[config.mk]
export PLATFORM = sky130hd
export DESIGN_NAME = vga_ram_arb
export DESIGN_NICKNAME = d
export VERILOG_FILES = /design/src/rtl/vga_arb_pkg.sv /design/src/rtl/vga_arb_starve_cnt.sv /design/src/rtl/vga_ram_arb.sv
export SDC_FILE = /design/constraint.sdc
export NUM_CORES = 1
export LEC_CHECK = 0
export CAP_MARGIN = 15
export CELL_PAD_IN_SITES_DETAIL_PLACEMENT = 0
export CELL_PAD_IN_SITES_GLOBAL_PLACEMENT = 1
export CORE_MARGIN = 5
export CORE_UTILIZATION = 27
export CTS_CLUSTER_DIAMETER = 200
export CTS_CLUSTER_SIZE = 25
export DETAILED_ROUTE_END_ITERATION = 7
export PLACE_DENSITY = 0.86
export SLEW_MARGIN = 15
export SYNTH_ARGS = -nofsm -noshare
export SYNTH_HDL_FRONTEND = slang
export SYNTH_SLANG_ARGS = --single-unit
[constraint.sdc]
create_clock -name clk -period 2.66 [get_ports clk]
set_clock_uncertainty 0.15 [all_clocks]
set_input_delay 0.532 -clock clk [delete_from_list [all_inputs] [get_ports clk]]
set_output_delay 0.532 -clock clk [all_outputs]
set_load 0.005 [all_outputs]
[src/rtl/vga_arb_pkg.sv]
`default_nettype none
// ============================================================================
// Module      : vga_arb_pkg
// Description : Shared types for the VGA sample-RAM arbiter: FSM state
//               encodings (last RAM owner) and the per-cycle owner decision.
// Revision    : 1.0 - initial release
// ============================================================================
package vga_arb_pkg;

  // Last owner of the RAM port; ST_IDLE when nothing was granted.
  typedef enum logic [1:0] {
    ST_IDLE = 2'd0,
    ST_DISP = 2'd1,
    ST_WR   = 2'd2
  } state_e;

  // Owner selected by the arbiter in the current cycle.
  typedef enum logic [1:0] {
    OWN_NONE = 2'd0,
    OWN_DISP = 2'd1,
    OWN_WR   = 2'd2
  } owner_e;

  function automatic state_e owner_to_state(input owner_e own);
    case (own)
      OWN_DISP: return ST_DISP;
      OWN_WR:   return ST_WR;
      default:  return ST_IDLE;
    endcase
  endfunction

endpackage
`default_nettype wire

[src/rtl/vga_arb_starve_cnt.sv]
`default_nettype none
// ============================================================================
// Module      : vga_arb_starve_cnt
// Description : Counts consecutive cycles the writer is requesting but denied,
//               saturating at LIM. When the count sits at LIM and the writer is
//               still requesting, o_force_wr demands a writer grant. A sticky
//               flag records every forced grant until cleared.
// Ports       : clk, rst_n        - clock, async active-low reset
//               i_wr_req/i_wr_gnt - writer request and grant this cycle
//               i_clr             - pulse, clears the sticky flag
//               o_force_wr        - force a writer grant this cycle
//               o_wr_starved      - sticky forced-grant flag
// Revision    : 1.0 - initial release
// ============================================================================
module vga_arb_starve_cnt #(
  parameter int LIM = 64
) (
  input  logic clk,
  input  logic rst_n,
  input  logic i_wr_req,
  input  logic i_wr_gnt,
  input  logic i_clr,
  output logic o_force_wr,
  output logic o_wr_starved
);

  localparam int                 c_cnt_w = $clog2(LIM + 1);
  localparam logic [c_cnt_w-1:0] c_lim   = c_cnt_w'(LIM);

  logic [c_cnt_w-1:0] r_wait_cnt;
  logic               r_starved;

  assign o_force_wr   = i_wr_req && (r_wait_cnt == c_lim);
  assign o_wr_starved = r_starved;

  always_ff @(posedge clk or negedge rst_n) begin
    if (!rst_n) begin
      r_wait_cnt <= '0;
      r_starved  <= 1'b0;
    end else begin
      if (!i_wr_req || i_wr_gnt) begin
        r_wait_cnt <= '0;
      end else if (r_wait_cnt != c_lim) begin
        r_wait_cnt <= r_wait_cnt + 1'b1;
      end
      // A set in the same cycle as a clear must not be lost.
      if (o_force_wr) begin
        r_starved <= 1'b1;
      end else if (i_clr) begin
        r_starved <= 1'b0;
      end
    end
  end

endmodule
`default_nettype wire

[src/rtl/vga_ram_arb.sv]
`default_nettype none
// ============================================================================
// Module      : vga_ram_arb
// Description : Arbitrates a single-port synchronous sample RAM between the
//               VGA display read path and the DDS waveform writer. Display
//               wins during active video, requesters alternate in blanking,
//               and a starvation guard forces a writer grant after STARVE_LIM
//               denied cycles. Grant -> RAM strobe (+1) -> read data (+2).
// Ports       : clk, rst_n                    - clock, async active-low reset
//               vid_active                    - inside visible window
//               disp_req/addr, disp_gnt       - display read request/grant
//               disp_rvalid, disp_rdata       - read return (latency 2)
//               wr_req/addr/data, wr_gnt      - writer request/grant
//               ram_re/we/addr/wdata, rdata   - RAM port
//               wr_starved, wr_starved_clr    - sticky starvation flag/clear
//               disp_stall_cnt                - denied display cycles
//                                               (only with VGA_RAM_ARB_STATS_EN)
// Config      : VGA_RAM_ARB_STATS_EN - adds the display stall counter port.
// Revision    : 1.0 - initial release
// ============================================================================
module vga_ram_arb
  import vga_arb_pkg::*;
#(
  parameter int AW         = 10,
  parameter int DW         = 10,
  parameter int STARVE_LIM = 64
) (
  input  logic          clk,
  input  logic          rst_n,
  input  logic          vid_active,
  input  logic          disp_req,
  input  logic [AW-1:0] disp_addr,
  output logic          disp_gnt,
  output logic          disp_rvalid,
  output logic [DW-1:0] disp_rdata,
  input  logic          wr_req,
  input  logic [AW-1:0] wr_addr,
  input  logic [DW-1:0] wr_data,
  output logic          wr_gnt,
  output logic          ram_re,
  output logic          ram_we,
  output logic [AW-1:0] ram_addr,
  output logic [DW-1:0] ram_wdata,
  input  logic [DW-1:0] ram_rdata,
  output logic          wr_starved,
  input  logic          wr_starved_clr
`ifdef VGA_RAM_ARB_STATS_EN
  ,
  output logic [15:0]   disp_stall_cnt
`endif
);

  state_e        r_state;
  owner_e        w_owner;
  logic          w_force_wr;
  logic          r_ram_re;
  logic          r_ram_we;
  logic [AW-1:0] r_ram_addr;
  logic [DW-1:0] r_ram_wdata;
  logic          r_rvalid;

  vga_arb_starve_cnt #(
    .LIM (STARVE_LIM)
  ) u_starve (
    .clk          (clk),
    .rst_n        (rst_n),
    .i_wr_req     (wr_req),
    .i_wr_gnt     (wr_gnt),
    .i_clr        (wr_starved_clr),
    .o_force_wr   (w_force_wr),
    .o_wr_starved (wr_starved)
  );

  // Owner selection; first matching rule wins.
  always_comb begin
    w_owner = OWN_NONE;
    if (w_force_wr) begin
      w_owner = OWN_WR;
    end else if (vid_active) begin
      if (disp_req)    w_owner = OWN_DISP;
      else if (wr_req) w_owner = OWN_WR;
    end else if (disp_req && wr_req) begin
      // Alternate in blanking; an idle last owner counts as the writer.
      w_owner = (r_state == ST_DISP) ? OWN_WR : OWN_DISP;
    end else if (disp_req) begin
      w_owner = OWN_DISP;
    end else if (wr_req) begin
      w_owner = OWN_WR;
    end
  end

  assign disp_gnt = (w_owner == OWN_DISP);
  assign wr_gnt   = (w_owner == OWN_WR);

  // Last-owner FSM with the registered RAM port and read-valid pipeline.
  always_ff @(posedge clk or negedge rst_n) begin
    if (!rst_n) begin
      r_state     <= ST_IDLE;
      r_ram_re    <= 1'b0;
      r_ram_we    <= 1'b0;
      r_ram_addr  <= '0;
      r_ram_wdata <= '0;
      r_rvalid    <= 1'b0;
    end else begin
      r_state  <= owner_to_state(w_owner);
      r_ram_re <= disp_gnt;
      r_ram_we <= wr_gnt;
      if (disp_gnt) begin
        r_ram_addr <= disp_addr;
      end else if (wr_gnt) begin
        r_ram_addr <= wr_addr;
      end
      if (wr_gnt) begin
        r_ram_wdata <= wr_data;
      end
      r_rvalid <= r_ram_re;
    end
  end

  assign ram_re      = r_ram_re;
  assign ram_we      = r_ram_we;
  assign ram_addr    = r_ram_addr;
  assign ram_wdata   = r_ram_wdata;
  assign disp_rvalid = r_rvalid;
  // RAM data is valid the cycle after the strobe; pass it through only then.
  assign disp_rdata  = r_rvalid ? ram_rdata : '0;

`ifdef VGA_RAM_ARB_STATS_EN
  logic [15:0] r_stall_cnt;

  always_ff @(posedge clk or negedge rst_n) begin
    if (!rst_n) begin
      r_stall_cnt <= '0;
    end else if (wr_starved_clr) begin
      r_stall_cnt <= '0;
    end else if (disp_req && !disp_gnt && (r_stall_cnt != 16'hFFFF)) begin
      r_stall_cnt <= r_stall_cnt + 16'd1;
    end
  end

  assign disp_stall_cnt = r_stall_cnt;
`endif

endmodule
`default_nettype wire

# Word-level counts from Yosys, hierarchy flattened
# Index checks and enable logic that the tools add are counted.
op_classes:
  addsub: 1
  multipliers: 0
  n_div: 0
  order_cmp: 0
  n_eq_ne: 5
  shift: 0
  muxes: 14
  n_bitwise: 0
  reduce_logical: 7
ops:
  columns: ["cell", "count"]
  rows:
  - ["2-to-1 mux 10 bit", 3]
  - ["2-to-1 mux 7 bit", 2]
  - ["2-to-1 mux 2 bit", 6]
  - ["adder 7 x 1 -> 7 bit (second input constant)", 1]
  - ["equality test 7 bit (second input constant)", 1]
  - ["inequality test 7 bit (second input constant)", 1]
  - ["nonzero test 2 bit", 3]
  - ["equality test 2 x 1 -> 1 bit (second input constant)", 2]
  - ["one-hot mux 2 bit (2 select lines)", 1]
  - ["equality test 2 bit (second input constant)", 1]
  - ["logical AND 1 bit", 2]
  - ["2-to-1 mux 1 bit", 2]
  - ["logical NOT 1 bit", 1]
  - ["logical OR 1 bit", 1]
word_totals:
  regBits: 33
  latchBits: 0
  ramBits: 0
  rom_bits: 0
  input_bits: 46
  out_inout_bits: 36
  wordCells: 35
  mem_count: 0

# Longest topological paths before layout
# Gate-level depths: netlist (run 1).
depth:
  word_depth: 8
  depth_mapped: 9
  mapped_depth_nobuf: 9

# Cells and area by module
# From an unflattened synthesis (run 1), not the netlist that was laid out.
unflattened:
  hier_cells: 130
  hier_area_um2: 1517.7
by_module_without_submodules:
  columns: ["mod", "n_inst", "cells_each", "area_per_inst_um2", "seq_area_each_um2"]
  rows:
  - ["vga_ram_arb", 1, 86, 1096.1, 575.6]
  - ["vga_arb_starve_cnt", 1, 44, 421.7, 200.2]

# Worst setup path after synthesis (run 1)
# No wires, ideal clock.
synth_timing:
  kind: "register to register"
  start: "register u_starve.r_wait_cnt[0]"
  end: "register r_ram_addr[0], in the netlist ram_addr[0]"
  setup_ps: 133
  arrival_ps: 1912
  required_ps: 2377
  setup_slack_ps: 465
  stages_incl_launch_ff: 10
  n_path_buf: 1
  synth_period_minus_slack_ps: 2195
  cell_sequence: "dfrtp_1 inv_1 ha_1 and4bb_2 a21oi_1 a21o_1 ha_1 buf_2 mux2i_1 o21ai_0"
synth_between:
  elab_chain_len: 5
  word_cells_on_any_way: 7
  classes_between: "eq/ne: 3; mux: 2; reduce/logical: 2"
synth_lines:
  columns: ["item", "line", "source"]
  rows:
  - ["start: declaration", "vga_arb_starve_cnt.sv:30", "logic [c_cnt_w-1:0] r_wait_cnt;"]
  - ["start signal: assignment", "vga_arb_starve_cnt.sv:44", "r_wait_cnt <= r_wait_cnt + 1'b1;"]
  - ["equality test 7 bit (*)", "vga_arb_starve_cnt.sv:33", "assign o_force_wr = i_wr_req && (r_wait_cnt == c_lim);"]
  - ["logical AND 1 bit (*)", "vga_arb_starve_cnt.sv:33", null]
  - ["2-to-1 mux 2 bit (*)", "vga_ram_arb.sv:77", "if (w_force_wr) begin"]
  - ["equality test 2 x 1 -> 1 bit (*)", "vga_ram_arb.sv:92", "assign disp_gnt = (w_owner == OWN_DISP);"]
  - ["named net disp_gnt", "vga_ram_arb.sv:33", "output logic disp_gnt,"]
  - ["2-to-1 mux 10 bit or nonzero test 2 bit (tied branches)", null, null]
  - ["end signal: assignment", "vga_ram_arb.sv:109", "r_ram_addr <= disp_addr;"]
  - ["end signal: assignment", "vga_ram_arb.sv:111", "r_ram_addr <= wr_addr;"]
  - ["end: declaration", "vga_ram_arb.sv:58", "logic [AW-1:0] r_ram_addr;"]
# Mark *: on every way through the listed nets, which the timed path passes. The rest lies on a longest branch.
# A chain may end at the register's enable or synchronous reset.

# Final worst setup path (run 1)
layout_timing:
  start: "input port vid_active"
  end: "output port disp_gnt"
layout_between:
  elab_chain_len: 3
layout_lines:
  columns: ["item", "line", "source"]
  rows:
  - ["start: declaration", "vga_ram_arb.sv:30", "input logic vid_active,"]
  - ["2-to-1 mux 2 bit", "vga_ram_arb.sv:79", "end else if (vid_active) begin"]
  - ["2-to-1 mux 2 bit", "vga_ram_arb.sv:77", null]
  - ["equality test 2 x 1 -> 1 bit", "vga_ram_arb.sv:92", null]
  - ["end: declaration", "vga_ram_arb.sv:33", null]
# No other way between the ends.

==> impl_metrics.env, run 1 <==
export IMPL_vdd_drop_max_mv=0.277
export IMPL_postPlaceCellArea_um2=2360
export IMPL_clock_tree_htree_level_count=2
export IMPL_route_detailed_wl_per_inst_um=12.7
export IMPL_detailedPlacementHpwl_mm=2.87
export IMPL_routed_via_density=4.36
export IMPL_cts_tree="yes"
export IMPL_global_route_usage_total_pct=11.1
export IMPL_synth_top_cells_by_area="dfrtp_1 (54%), mux2_2 (7.9%), mux2i_1 (7.7%), o21ai_0 (4.9%), and2_1 (4.8%)"
export IMPL_status="completed"
export IMPL_clkTransAtPathRegs_ns=0.06
export IMPL_wire_length_of_the_first_global_routing_pass_mm=5.60
export IMPL_drtAntennaViolNets=0
export IMPL_timing_final_crit_period_ns=2.59
export IMPL_n_antenna_cell=0
export IMPL_finalCoreUtilization_pct=48.3
export IMPL_timing_final_ws_setup_ns=0.0726
export IMPL_synth_async_reset_ratio_pct=100
export IMPL_tritoncts_num_sinks=31
export IMPL_critPathSlowestCell="clkdlybuf4s50_1"
export IMPL_min_period_over_period_pct=97.3
export IMPL_tightestPinTransition_ns=0.517
export IMPL_grt_overflow_total=0
export IMPL_maxCapViolCount=0
export IMPL_synth_net_count=177
export IMPL_fp_dieH_um=82.8
export IMPL_grt_pass1_vias=1230
export IMPL_yosysTopAreaCellShare_pct=54.2
export IMPL_post_synth_instance_area_um2=1430
export IMPL_slew_violations=0
export IMPL_critical_path_top_delay_family="buffers and inverters"
export IMPL_yosys_most_used_dff="dfrtp_1"
export IMPL_crit_start="vid_active"
export IMPL_root_buffer="clkbuf_8"
export IMPL_timing_critical_path_fanout_max=4
export IMPL_timing_critical_path_depth=6
export IMPL_synth_warning_count=0
export IMPL_timing_critical_path_to="disp_gnt"
export IMPL_routed_wl_mm=3.68
export IMPL_gp_congestion=0.688
export IMPL_mean_post_synth_cell_area_um2=11.3
export IMPL_critPathRequiredTime_ns=1.98
export IMPL_hold_class="flip-flop to flip-flop"
export IMPL_synth_ff_latch_count=31
export IMPL_number_of_antenna_violations_at_the_first_check_in_global_routing=0
export IMPL_route_detailed_drc=0
export IMPL_worstSetupStartpointType="input pin"
export IMPL_reg2reg_slack_ns=0.44
export IMPL_critical_path_cell_chain="clkdlybuf4s50_1 -> nor3b_2 -> a21oi_4 -> o21a_1 -> ha_1 -> clkdlybuf4s15_1"
export IMPL_cts_buffers=5
export IMPL_setup_total_negative_slack_ns=0
export IMPL_design_portCount=82
export IMPL_placed_cells_incl_taps=280
export IMPL_ys_top_cells_by_count="dfrtp_1 (31), nand2_1 (14), o21ai_0 (14), and2_1 (11), mux2i_1 (11)"
export IMPL_floorplan_initialDensity_pct=27.8
export IMPL_timing_final_hold_violations=0
export IMPL_number_of_enable_type_register_cells_in_the_synthesized_netlist=0
export IMPL_areaGrowthSynthToFinish_pct=73.6
export IMPL_sequential_to_total_area_share_from_yosys_stat_pct=54.2
export IMPL_nature_of_the_critical_path_endpoint="primary output"
export IMPL_final_setup_violation_count=0
export IMPL_worst_path_arrival_ns=1.91
export IMPL_core_rowCount=26
export IMPL_post_synth_num_cell_types=26
export IMPL_yosys_cell_count_top_type="dfrtp_1"
export IMPL_critPathKind="input pin to primary output"
export IMPL_reg2reg_to="ram_addr[2]"
export IMPL_relSlewSlack_pct=65.5
export IMPL_post_layout_nonfiller_instances=289
export IMPL_fmaxAchievable_mhz=386
export IMPL_post_route_cell_area_um2=2480
export IMPL_grt_start_max_net_pins=32
export IMPL_place_worst_setup_slack_ns=-0.175
export IMPL_buffer_ports_inserted=81
export IMPL_power_leakage_nw=1.04
export IMPL_detailroute_via_count=1260
export IMPL_nets=268
export IMPL_dr_pass1_iters=4
export IMPL_max_clock_path_buffers=2
export IMPL_chipWidth_um=82.8
export IMPL_reg2regPathDepth=7
export IMPL_critical_path_max_stage_delay_ns=0.42
export IMPL_drive_gt1_share_pct=13.2
export IMPL_clk_latency_ns=0.28
export IMPL_top_cell_type_by_total_area_after_synthesis="dfrtp_1"
export IMPL_coreArea_um2=5140
export IMPL_cellPowerDensity_nw_per_um2=551
export IMPL_timing_rr_start="u_starve.r_wait_cnt[0]"
export IMPL_drt_initial_drc_count=36
export IMPL_hold_ws_ns=0.258
export IMPL_total_die_area_um2=6850
export IMPL_total_power_mw=1.37
export IMPL_crit_buf_inv=2
export IMPL_setup_repair_after_global_routing_missed_its_margin="no"
export IMPL_post_synth_inst_count=127
layout make-up:
class	count	area, um2
Clock buffer	7	96.3
Clock inverter	1	7.51
Fill cell	530	2660
Inverter	4	15.0
Multi-Input combinational cell	88	638
Sequential cell	31	776
Tap cell	70	87.6
Timing Repair Buffer	88	862
flip-flops by register name, indices dropped and copies added (netlist names):
name / flops
ram_addr: 10
ram_wdata: 10
disp_rvalid: 1
u_starve.o_wr_starved: 1
u_starve.r_wait_cnt: 7
ram_re: 1
ram_we: 1
layout by cell type, fill, tap and decap left out, drive strengths merged, types with 2 or more instances in the layout:
master	n
clkdlybuf4s50	79
mux2i	11
mux2	10
nand2	14
o21ai	14
dfrtp	31
nand3	3
ha	4
a21oi	4
clkbuf	7
and2	11
inv	4
xor2	2
buf	7
nor2	3
or3	2
cell families after synthesis:
logic type / after synthesis / synth area share [%]
xor gates and xnor gates: 3 / 1.84
AOI/OAI and AO/OA: 21 / 7.96
buffers and inverters: 8 / 2.27
adders and majority gates: 4 / 3.50
and+or+nand+nor: 39 / 14.6
DFF: 31 / 54.2
muxes: 21 / 15.6
metal layers:
layer / routed length [um] / vias to the layer above / GRT usage, %
li1: - / 614 / -
met1: 1310 / 583 / 11.7
met2: 1770 / 56 / 18.0
met3: 516 / 7 / 5.18
met4: 82 / 0 / 6.86
met5: 0 / - / 0
where the power goes:
| part | total (mW) | switching [mW] | internal [mW] |
|---|---|---|---|
| clock | 0.409 | 0.174 | 0.235 |
| combinational | 0.377 | 0.121 | 0.256 |
| sequential | 0.583 | 0.0387 | 0.544 |
worst min path at each step:
| stage | startpoint | end | cells past startpoint |
|---|---|---|---|
| floorplan | rst_n | disp_rvalid | 0 |
| global placement | ram_re | disp_rvalid | 0 |
| detailed placement | ram_re | disp_rvalid | 0 |
| CTS | ram_re | disp_rvalid | 0 |
| global route | ram_re | disp_rvalid | 0 |
| finish | ram_re | disp_rvalid | 0 |
worst reg2reg max path, stage by stage, from the launching register on:
cell and delay [ns]:
dfrtp_1 0.37, inv_1 0.08, ha_1 0.15, and4bb_2 0.28, a21oi_4 0.08, a21o_1 0.19
ha_1 0.60, o21ai_0 0.19
repair_timing:
| item | 4_1_cts | 5_1_grt |
|---|---|---|
| resized for setup | 6 | 1 |
| hold buffers | 0 | 0 |
| pin swaps | 1 | 1 |
| setup buffers | 1 | 0 |
| setup endpoints to repair | 2 | 1 |
No activity file was read; power rests on OpenSTA's default activity.
==> run 2, diff against run 1 <==
Settings changed: CAP_MARGIN 15 to 20.
==> results of run 2 <==
Final layout, timing and power as in run 1 (identical DEF).
